$ cat src/rtl/dbg_log_arb.sv
// dbg_log_arb: packet-level round-robin merge of N dbg_guv log streams.
// A grant is held from a packet's first flit until its TLAST flit, so log
// packets never interleave. The output is a registered AXI-Stream stage
// that tags each flit with the index of the stream it came from.
module dbg_log_arb #(
  parameter int N_INPUTS   = 3,
  parameter int DATA_WIDTH = 32,
  parameter int IDX_W      = (N_INPUTS > 1) ? $clog2(N_INPUTS) : 1
) (
  input  logic                           clk,
  input  logic                           rst,
  input  logic [N_INPUTS*DATA_WIDTH-1:0] in_TDATA,
  input  logic [N_INPUTS-1:0]            in_TVALID,
  output logic [N_INPUTS-1:0]            in_TREADY,
  input  logic [N_INPUTS-1:0]            in_TLAST,
  output logic [DATA_WIDTH-1:0]          out_TDATA,
  output logic                           out_TVALID,
  input  logic                           out_TREADY,
  output logic                           out_TLAST,
  output logic [IDX_W-1:0]               out_TID
);

  typedef enum logic {IDLE, LOCKED} state_t;

  state_t                state_q, state_d;
  logic [IDX_W-1:0]      grant_q, grant_d;
  logic [IDX_W-1:0]      last_grant_q, last_grant_d;
  logic                  valid_q, valid_d;
  logic [DATA_WIDTH-1:0] data_q, data_d;
  logic                  last_q, last_d;
  logic [IDX_W-1:0]      tid_q, tid_d;

  logic                  space;
  logic [IDX_W-1:0]      idle_pick;
  logic [IDX_W-1:0]      sel;
  logic                  sel_valid;
  logic                  sel_last;
  logic [DATA_WIDTH-1:0] sel_data;
  logic                  accept;

  assign space = !valid_q || out_TREADY;
  assign sel   = (state_q == LOCKED) ? grant_q : idle_pick;

  // Round-robin search: first valid stream after the last completed grant, with wrap.
  always_comb begin
    logic             found;
    int               j;
    logic [IDX_W-1:0] cand;
    idle_pick = last_grant_q;
    found     = 1'b0;
    for (int k = 0; k < N_INPUTS; k++) begin
      j = int'(last_grant_q) + 1 + k;
      if (j >= N_INPUTS) begin
        j = j - N_INPUTS;
      end
      cand = IDX_W'(j);
      for (int i = 0; i < N_INPUTS; i++) begin
        if (!found && (cand == IDX_W'(i)) && in_TVALID[i]) begin
          idle_pick = cand;
          found     = 1'b1;
        end
      end
    end
  end

  // Select the current source's flit and drive the one-hot ready vector.
  always_comb begin
    sel_data  = '0;
    sel_last  = 1'b0;
    sel_valid = 1'b0;
    in_TREADY = '0;
    for (int i = 0; i < N_INPUTS; i++) begin
      if (sel == IDX_W'(i)) begin
        sel_data     = in_TDATA[i*DATA_WIDTH +: DATA_WIDTH];
        sel_last     = in_TLAST[i];
        sel_valid    = in_TVALID[i];
        in_TREADY[i] = space && ((state_q == LOCKED) || in_TVALID[i]);
      end
    end
  end

  assign accept = space && sel_valid;

  // Next-state logic: load the output stage on accept, lock or release the grant on TLAST.
  always_comb begin
    state_d      = state_q;
    grant_d      = grant_q;
    last_grant_d = last_grant_q;
    valid_d      = valid_q;
    data_d       = data_q;
    last_d       = last_q;
    tid_d        = tid_q;
    if (space) begin
      if (accept) begin
        valid_d = 1'b1;
        data_d  = sel_data;
        last_d  = sel_last;
        tid_d   = sel;
        if (sel_last) begin
          state_d      = IDLE;
          last_grant_d = sel;
        end else begin
          state_d = LOCKED;
          grant_d = sel;
        end
      end else begin
        valid_d = 1'b0;
      end
    end
  end

  // State and output registers; reset drops any packet in flight and favours stream 0.
  always_ff @(posedge clk) begin
    if (rst) begin
      state_q      <= IDLE;
      grant_q      <= '0;
      last_grant_q <= IDX_W'(N_INPUTS - 1);
      valid_q      <= 1'b0;
      data_q       <= '0;
      last_q       <= 1'b0;
      tid_q        <= '0;
    end else begin
      state_q      <= state_d;
      grant_q      <= grant_d;
      last_grant_q <= last_grant_d;
      valid_q      <= valid_d;
      data_q       <= data_d;
      last_q       <= last_d;
      tid_q        <= tid_d;
    end
  end

  assign out_TVALID = valid_q;
  assign out_TDATA  = data_q;
  assign out_TLAST  = last_q;
  assign out_TID    = tid_q;

endmodule

$ cat config.mk
export PLATFORM = sky130hd
export DESIGN_NAME = dbg_log_arb
export DESIGN_NICKNAME = d
export VERILOG_FILES = /design/src/rtl/dbg_log_arb.sv
export SDC_FILE = /design/constraint.sdc
export NUM_CORES = 1
export LEC_CHECK = 0
export CORE_MARGIN = 3
export CORE_UTILIZATION = 42
export CTS_CLUSTER_SIZE = 20
export DETAILED_ROUTE_END_ITERATION = 10
export PLACE_DENSITY = 0.87
export SLEW_MARGIN = 20
export SYNTH_ARGS = -nofsm -noshare
export SYNTH_HDL_FRONTEND = slang
export SYNTH_SLANG_ARGS = --single-unit
$ cat constraint.sdc
create_clock -name clk -period 7.3 [get_ports clk]
set_input_delay 1.095 -clock clk [delete_from_list [all_inputs] [get_ports clk]]
set_output_delay 1.095 -clock clk [all_outputs]
set_load 0.02 [all_outputs]
==> results of run 1 <==
## layout make-up
cell class                      count  area, um2  area share, %
Inverter                            6       22.5          0.550
Tap cell                           72       90.1           2.20
Sequential cell                    41        821           20.1
Multi-Input combinational cell    276       1570           38.3
Timing Repair Buffer              149       1480           36.1
Clock buffer                        7       86.3           2.11
Clock inverter                      1       30.0          0.734
## kinds of logic (layout without fill, tap and decap cells)
group	Yosys count	count (layout)	share of synthesized area (%)
AO/OA/AOI/OAI	135	135	35.6
adder cells (fa/ha/maj)	5	5	2.45
buffers and inverters	37	163	7.01
flip-flops	41	41	32.1
multiplexers	1	1	0.882
AND/OR/NAND/NOR	135	135	21.9
## metrics by stage
step | total power [mW] | setup slack (ns) | cell area, um2
finish | 1.89 | 2.04 | 4090
floorplan | 1.34 | 3.26 | 2550
global route | 2.07 | 1.89 | 4090
CTS | 1.90 | 2.04 | 4090
detailed placement | 1.70 | 2.09 | 3980
global placement | 1.67 | 2.21 | 3980
## power by group
group | switching (mW) | total, mW | internal [mW]
Sequential | 0.0452 | 0.351 | 0.305
Combinational | 0.810 | 1.35 | 0.541
Clock | 0.0761 | 0.188 | 0.111
Total | 0.931 | 1.89 | 0.958
## placed cells by master, fill, tap and decap left out, types with 2 or more instances in the layout
cell	instances
clkdlybuf4s50_1	143
nand2_1	76
a21oi_1	73
dfxtp_1	41
a211oi_1	36
nor2_1	35
inv_1	6
clkbuf_8	6
buf_4	6
ha_1	5
nor2b_1	4
nand2b_1	4
nor3_1	4
nand3_1	3
and2_1	2
and3_1	2
or3_1	2
a31oi_1	2
o211a_1	2
## how the worst max path moves through the flow
stage | start | endpoint | slack, ns | cells after the start
after floorplan | in_TVALID[1] | in_TREADY[0] | 3.26 | 8
after global placement | in_TVALID[1] | in_TREADY[2] | 2.21 | 7
after detailed placement | in_TVALID[1] | in_TREADY[2] | 2.09 | 7
after CTS | in_TVALID[1] | in_TREADY[2] | 2.04 | 7
after global routing | in_TVALID[1] | in_TREADY[2] | 1.89 | 7
final | in_TVALID[1] | in_TREADY[2] | 2.04 | 7
## layer usage
layer	vias up	wire length, um
li1	1512	-
met1	1317	3460
met2	152	3970
met3	15	786
met4	0	148
met5	-	0
## sequential cells by signal, summed over array words and instances, names as in the netlist
register / cells
out_TVALID: 1
out_TLAST: 1
last_grant_q: 2
out_TDATA: 32
grant_q: 2
out_TID: 2
state_q: 1
## critical path, stage by stage
cell	delay [ns]
clkdlybuf4s50_1	0.73
a22o_1	0.25
o2111a_2	0.30
o41a_1	0.59
o211ai_1	0.31
a211oi_1	0.25
clkdlybuf4s50_1	0.64
==> results.txt, run 1 <==
status: complete, no violations
reg-to-reg startpoint: last_grant_q[0]
First DRT Iteration DRCs: 128
Crit. End Element: output port
Slew @ Worst Pin: 0.788 ns
Ys Warns: 0
post-DR wirelength/cell: 15.2 um
first-pass GRT wire length: 13.4 mm
CTS Sinks: 41
Post-route DRC: 0
Top Usage Layer GRT: met2
met2 global-route usage: 39.7%
R2R depth: 10
FP Rows: 27
Max VDD drop: 0.274 mV
via count: 2996
synth top area cells: dfxtp_1, a21oi_1, nand2_1, a211oi_1, nor2_1
WHS: 0.482 ns
RSZ-0062 raised after global routing: no
number of distinct library cells after synthesis: 46
# Post-CTS Setup Buffers: 0
share of layout cells above drive strength 1: 5.00%
Final Critical Period: 5.26 ns
RR Endpoint: last_grant_q[1]
die area: 7050 um2
clk_skew: 0.00425 ns
Final HPWL DP: 6.17 mm
most numerous cell in the Yosys netlist: nand2_1
routability congestion estimate: 0.901
placed cell count: 544
Relative slew margins: 47.5%
CTS Buf Count: 5
Post-Synthesis Cell Area: 2550 um2
Synth Area per Inst: 7.21 um2
share of the synthesized area in the top cell type: 32.1%
crit path DAT: 4.17 ns
final setup fails: 0
antenna violations before repair: 0
fin nets: 589
number of synthesized flops with an enable pin: 0
core box area: 5710 um2
Syn Nets: 464
Critical Path Fanout Max: 17
P per Cell Area: 462 nW/um2
Hold/Removal Path Class: reg -> reg
Non-Filler Instances: 552
Ant. Diodes: 0
Tcrit/Tclk final: 72.1%
via count of the first global-routing pass: 2810
FFs w/ async S/R, synth: 0%
CTS hold repair buffers: 0
vias per inst: 5.43
ANT nets after route: 0
synthesized netlist cell count: 354
pin count of the biggest net entering global routing: 42
Setup Crit Path Kind: in -> out
# port buffers: 143
final core occ: 71.7%
total number of H-tree levels: 2
Hold Crit Depth: 2
number of synthesized register bits: 41
CP Launch Type: input pin
Pleak: 1.55 nW
Detailed Routing Iterations Pass 1: 4
Peak Freq: 190 MHz
GR Overflow Total: 0
max-slew violations: 0
Die Wd: 84.0 um
clk buf depth: 2
Hold Path Sink: out_TID[1]
initial core utilization: 44.7%
Root Driver: clkbuf_8
CP Data Required Time: 6.20 ns
largest area contributor in the netlist: dfxtp_1
CTS-repair resized insts: 0
Die Span Y: 84.0 um
synth-to-layout area growth: 60.2%
final hold violations: 0
Worst R2R Setup Slack: 3.28 ns
fill count: 489
top_reg_cell synth: dfxtp_1
Total Wirelength: 8.37 mm
CTS tree: done
met3 Track Usage GR: 6.81%
Clock Latency Late Sink: 0.29 ns
total track usage: 23.2%
# Max-Cap Violations: 0
GR Util met1: 27.6%
io pins: 144
Hold Crit Start: out_TID[1]
Worst-path clk slew: 0.08 ns
TNS Setup: 0 ns
Post-synth top cells: nand2_1, a21oi_1, dfxtp_1
sequential area share after synthesis: 32.1%
Note: power is estimated with default switching activity, not from simulation.
==> run 2: changes to the inputs <==
--- a/config.mk
+++ b/config.mk
@@ -6,10 +6,10 @@
 export NUM_CORES = 1
 export LEC_CHECK = 0
 export CORE_MARGIN = 3
-export CORE_UTILIZATION = 42
+export CORE_UTILIZATION = 35
 export CTS_CLUSTER_SIZE = 20
 export DETAILED_ROUTE_END_ITERATION = 10
-export PLACE_DENSITY = 0.87
+export PLACE_DENSITY = 0.77
 export SLEW_MARGIN = 20
 export SYNTH_ARGS = -nofsm -noshare
 export SYNTH_HDL_FRONTEND = slang
==> constraint.sdc (replaced) <==
create_clock -name clk -period 4.4 [get_ports clk]
set_input_delay 0.66 -clock clk [delete_from_list [all_inputs] [get_ports clk]]
set_output_delay 0.66 -clock clk [all_outputs]
set_load 0.02 [all_outputs]
==> results.txt, run 2 (synthesis gave the netlist of run 1 again) <==
total track usage: 19.6% (-3.6 points)
ANT nets after route: 0 (unchanged)
CTS hold repair buffers: 0 (unchanged)
Comb power frac: 72.7% (+1.2 points)
max-slew violations: 0 (unchanged)
fin nets: 591 (+0.34%)
Crit-path slowest cell: clkdlybuf4s50_1
initial core utilization: 36.8% (-8.0 points)
FP Rows: 30 (+11%)
Setup Crit Path Kind: in -> out
Peak Freq: 250 MHz
TNS Setup: 0 ns (unchanged)
Top Family by Delay on Critical Path: compound AO/OA/AOI/OAI gates
Tcrit/Tclk final: 90.9%
most frequent cells in the layout: clkdlybuf4s50_1, nand2_1, a21oi_1, dfxtp_1, a211oi_1
commonest non-fill, non-tap cell in the layout: clkdlybuf4s50_1
First DRT Iteration DRCs: 84 (-34%)
Critical Path Fanout Max: 10 (-7)
P per Cell Area: 759 nW/um2 (+64%)
RSZ-0062 raised after global routing: no
Root Driver: clkbuf_8
# Post-CTS Setup Buffers: 0 (unchanged)
Slew @ Worst Pin: 0.786 ns (-0.00192 ns)
CTS Buf Count: 5 (unchanged)
switching share of total power: 49.7% (+0.41 points)
routability congestion estimate: 0.871 (-3.3%)
first-pass GRT wire length: 13.5 mm (+0.20%)
synth-to-layout area growth: 61.2%
Die Wd: 91.4 um (+8.9%)
share of layout cells above drive strength 1: 5.81% (+0.81 points)
clk buf depth: 2 (unchanged)
GR Overflow Total: 0 (unchanged)
CTS Sinks: 41 (unchanged)
Total Wirelength: 8.51 mm (+1.7%)
Max VDD drop: 0.289 mV (+5.3%)
Buf+Inv Stages, Crit Path: 2 (unchanged)
Die Span Y: 91.4 um (+8.9%)
CTS-repair resized insts: 0 (unchanged)
Worst R2R Setup Slack: 1.02 ns (-2.26 ns)
Worst-path clk slew: 0.08 ns (about the same)
Ant. Diodes: 0 (unchanged)
max incr delay on CP: 0.60 ns (-0.13 ns)
# port buffers: 143 (unchanged)
core box area: 6940 um2 (+22%)
Pint: 1.57 mW (+64%)
pin count of the biggest net entering global routing: 47 (+12%)
Post-route DRC: 0 (unchanged)
status: complete, no violations
via count of the first global-routing pass: 2858 (+1.7%)
crit-path cells: clkdlybuf4s50_1 > a22o_1 > o2111a_2 > o41a_2 > nor3_1 > o21a_1 > clkdlybuf4s50_1
crit path DAT: 3.34 ns (-0.83 ns)
clk_skew: 0.00512 ns (+0.000869 ns)
CP Launch Type: input pin
CTS tree: done
antenna violations before repair: 0 (unchanged)
Clock Latency Late Sink: 0.29 ns (about the same)
Pleak: 1.57 nW (+0.84%)
total number of H-tree levels: 2 (unchanged)
max reg flops: 32 (unchanged)
Crit. End Element: output port
Final HPWL DP: 6.47 mm (+4.9%)
final core occ: 59.3% (-12 points)
post-DR wirelength/cell: 14.7 um (-2.9%)
vias per inst: 5.17 (-4.8%)
die area: 8360 um2 (+19%)
final setup fails: 0 (unchanged)
Final Critical Period: 4.00 ns
Relative slew margins: 47.6% (+0.13 points)
P_sw: 1.55 mW (+67%)
# Max-Cap Violations: 0 (unchanged)
io pins: 144 (unchanged)
Detailed Routing Iterations Pass 1: 4 (unchanged)
Hold/Removal Path Class: reg -> reg
final hold violations: 0 (unchanged)
clock power share: 8.7% (-1.2 points)
Flop pwr share: 18.7% (about the same)
via count: 2988 (-0.27%)
CP Data Required Time: 3.74 ns (-2.46 ns)
crit-path most repeated cell: clkdlybuf4s50_1
run 2: cell types whose count changed in the layout (fill, tap and decap cells not counted), sizes merged:
cell / previous run / this run
buf: 6 / 9
bufinv: 1 / 0
clkdlybuf4s50: 143 / 142
clkinv: 0 / 1
run 2: tightest hold or removal path, cell delays in order (launching register included):
cell      delay [ns]
dfxtp_1         0.32
nand2b_1        0.06
a21oi_1         0.06
run 2: per-layer routing:
metal / part of all wire, % / wire length, um / vias up / track usage, %
met5: 0 / 0 / - / 0
met4: 1.5 / 131 / 0 / 5.53
met3: 7.9 / 673 / 13 / 5.80
met2: 50 / 4250 / 132 / 35.9
met1: 41 / 3450 / 1336 / 21.8
li1: - / - / 1507 / -
run 2: worst paths after layout:
kind                   startpoint           end  cells after the start
setup / recovery     in_TVALID[0]  in_TREADY[1]                      7
hold reg to reg        out_TID[0]    out_TID[0]                      2
hold / removal         out_TID[0]    out_TID[0]                      2
setup reg to reg  last_grant_q[0]    grant_q[1]                     10
run 2: cell type report:
| cell class | instances | area [um2] |
|---|---|---|
| clock buffer | 7 | 96.3 |
| clock inverter | 1 | 5.00 |
| fill | 647 | 2830 |
| inverter | 6 | 22.5 |
| multi-input combinational | 276 | 1570 |
| sequential | 41 | 821 |
| tap | 96 | 120 |
| timing repair buffer | 151 | 1490 |
run 2: power by group through the flow:
| stage | sequential, mW | combinational [mW] | clock (mW) |
|---|---|---|---|
| after floorplan | 0.705 | 1.52 | 0 |
| after detailed placement | 0.590 | 2.27 | 0 |
| after global routing | 0.601 | 2.52 | 0.294 |
| final | 0.583 | 2.27 | 0.271 |
| after CTS | 0.583 | 2.28 | 0.283 |
| after global placement | 0.584 | 2.23 | 0 |
run 2: through the flow:
step / hold WS [ns] / setup slack (ns) / area, um2 / std cells / power, mW
final: 0.476 / 0.399 / 4120 / 578 / 3.13
after global routing: 0.509 / 0.225 / 4120 / 578 / 3.42
after detailed placement: 0.466 / 0.438 / 4020 / 570 / 2.87
after floorplan: 0.487 / 1.19 / 2550 / 354 / 2.23
after CTS: 0.477 / 0.435 / 4120 / 578 / 3.15
after global placement: 0.460 / 0.469 / 4020 / 570 / 2.82
==> run 3: changes to the inputs <==
--- a/config.mk
+++ b/config.mk
@@ -9,7 +9,7 @@
 export CORE_UTILIZATION = 35
 export CTS_CLUSTER_SIZE = 20
 export DETAILED_ROUTE_END_ITERATION = 10
-export PLACE_DENSITY = 0.77
+export PLACE_DENSITY_LB_ADDON = 0.15
 export SLEW_MARGIN = 20
 export SYNTH_ARGS = -nofsm -noshare
 export SYNTH_HDL_FRONTEND = slang
==> results.txt, run 3 (synthesis gave the netlist of run 1 again) <==
TNS Setup: 0 ns (unchanged)
Top Family by Delay on Critical Path: buffers and inverters
max-slew violations: 0 (unchanged)
final hold violations: 0 (unchanged)
GR Overflow Total: 0 (unchanged)
Crit. End Element: output port
CP Data Required Time: 3.74 ns (about the same)
pin count of the biggest net entering global routing: 69 (+47%)
Pwr Total: 3.16 mW (+1.1%)
CP Launch Type: input pin
Crit-path slowest cell: clkdlybuf4s50_1
Worst R2R Setup Slack: 1.02 ns (about the same)
max reg flops: 32 (unchanged)
most frequent cells in the layout: clkdlybuf4s50_1, nand2_1, a21oi_1, dfxtp_1, a211oi_1
fin nets: 590 (-0.17%)
io pins: 144 (unchanged)
synth-to-layout area growth: 62.2%
# Post-CTS Setup Buffers: 0 (unchanged)
clk buf depth: 2 (unchanged)
core box area: 6940 um2 (unchanged)
crit-path cells: clkdlybuf4s50_1 > a22o_1 > o2111a_2 > o41a_1 > buf_4 > o21ai_0 > nor3_1 > clkdlybuf4s50_1
die area: 8360 um2 (unchanged)
CTS Buf Count: 5 (unchanged)
Pleak: 1.57 nW (+0.10%)
Detailed Routing Iterations Pass 1: 4 (unchanged)
Clock Latency Late Sink: 0.29 ns (about the same)
post-DR wirelength/cell: 14.0 um (-4.6%)
first-pass GRT wire length: 13.0 mm (-3.3%)
P per Cell Area: 763 nW/um2 (+0.53%)
Multi-input gate area: 1570 um2 (about the same)
CTS hold repair buffers: 0 (unchanged)
CTS-repair resized insts: 0 (unchanged)
Final HPWL DP: 5.95 mm (-8.0%)
Buf+Inv Stages, Crit Path: 3 (+1)
Seq. cell area: 821 um2 (unchanged)
Die Wd: 91.4 um (unchanged)
commonest non-fill, non-tap cell in the layout: clkdlybuf4s50_1
Ant. Diodes: 0 (unchanged)
fill count: 667 (+3.1%)
RSZ-0062 raised after global routing: no
total number of H-tree levels: 2 (unchanged)
total track usage: 19.0% (-0.65 points)
max incr delay on CP: 0.71 ns (+0.11 ns)
# port buffers: 143 (unchanged)
share of layout cells above drive strength 1: 5.00% (-0.81 points)
First DRT Iteration DRCs: 158 (+88%)
Max VDD drop: 0.535 mV (+85%)
status: complete, no violations
crit path DAT: 3.37 ns (+0.03 ns)
via count: 2964 (-0.80%)
final core occ: 59.6% (+0.34 points)
Critical Path Fanout Max: 24 (+14)
clk_skew: 0.00638 ns (+0.00126 ns)
WHS: 0.471 ns (-0.00426 ns)
Relative slew margins: 45.3% (-2.3 points)
Slew @ Worst Pin: 0.818 ns (+0.0318 ns)
Tcrit/Tclk final: 91.7% (+0.71 points)
CTS Sinks: 41 (unchanged)
initial core utilization: 36.8% (unchanged)
via count of the first global-routing pass: 2736 (-4.3%)
vias per inst: 5.15 (-0.46%)
final setup fails: 0 (unchanged)
routability congestion estimate: 0.919 (+5.5%)
ANT nets after route: 0 (unchanged)
crit-path most repeated cell: clkdlybuf4s50_1
FP Rows: 30 (unchanged)
Setup Crit Path Kind: in -> out
Total Wirelength: 8.08 mm (-5.0%)
Final Critical Period: 4.03 ns (+0.0312 ns)
Post-route DRC: 0 (unchanged)
CTS tree: done
antenna violations before repair: 0 (unchanged)
Worst-path clk slew: 0.07 ns (about the same)
Peak Freq: 248 MHz (-0.77%)
fin worst setup slack: 0.367 ns (-0.0312 ns)
dpl ws: 0.407 ns (-0.0307 ns)
Root Driver: clkbuf_8
Die Span Y: 91.4 um (unchanged)
# Max-Cap Violations: 0 (unchanged)
Hold/Removal Path Class: reg -> reg
[run 3: changes by cell type in the layout (fill, tap and decap cells not counted)]
cell | previous run | this run
buf_12 | 0 | 2
buf_2 | 1 | 0
buf_4 | 8 | 5
bufinv_16 | 0 | 1
clkbuf_8 | 7 | 5
clkdlybuf4s50_1 | 142 | 143
o41a_1 | 0 | 1
o41a_2 | 1 | 0
[run 3: worst paths after layout]
check / depth (start not counted) / endpoint / start
worst max-delay path: 8 / in_TREADY[0] / in_TVALID[0]
worst min-delay path: 2 / out_TID[0] / out_TID[0]
worst min register to register: 2 / out_TID[0] / out_TID[0]
worst max register to register: 11 / grant_q[0] / last_grant_q[0]
[run 3: per-stage QoR]
step | cell area, um2 | std cells
6_report | 4140 | 576
5_1_grt | 4140 | 576
4_1_cts | 4140 | 576
3_5_place_dp | 4040 | 569
3_3_place_gp | 4040 | 569
2_1_floorplan | 2550 | 354
[run 3: where the power goes]
part | internal [mW] | leakage (nW) | switching [mW]
clock | 0.165 | 0.0540 | 0.130
sequential | 0.507 | 0.339 | 0.0749
combinational | 0.948 | 1.18 | 1.34
total | 1.62 | 1.57 | 1.54
[run 3: layout make-up]
type | instances | area share, %
clock buffers | 5 | 1.66
clock inverters | 2 | 0.846
inverters | 6 | 0.544
multi-input cells | 276 | 37.8
flip-flops and latches | 41 | 19.8
well taps | 96 | 2.90
repair buffers | 150 | 36.4
[run 3: per-layer routing]
metal	vias to the layer above	global-route usage [%]	wire, um
met5	-	0	0
met4	0	5.15	114
met3	11	8.29	811
met2	124	31.2	3770
met1	1319	22.4	3390
li1	1510	-	-
[run 3: worst register-to-register path, delay by kind of cell, from the launching register on]
kind | cells | cell delay [ns]
and+or+nand+nor | 3 | 0.65
DFF | 1 | 0.41
AOI/OAI and AO/OA | 4 | 1.04
buffers and inverters | 3 | 0.81
adders and majority gates | 1 | 0.40
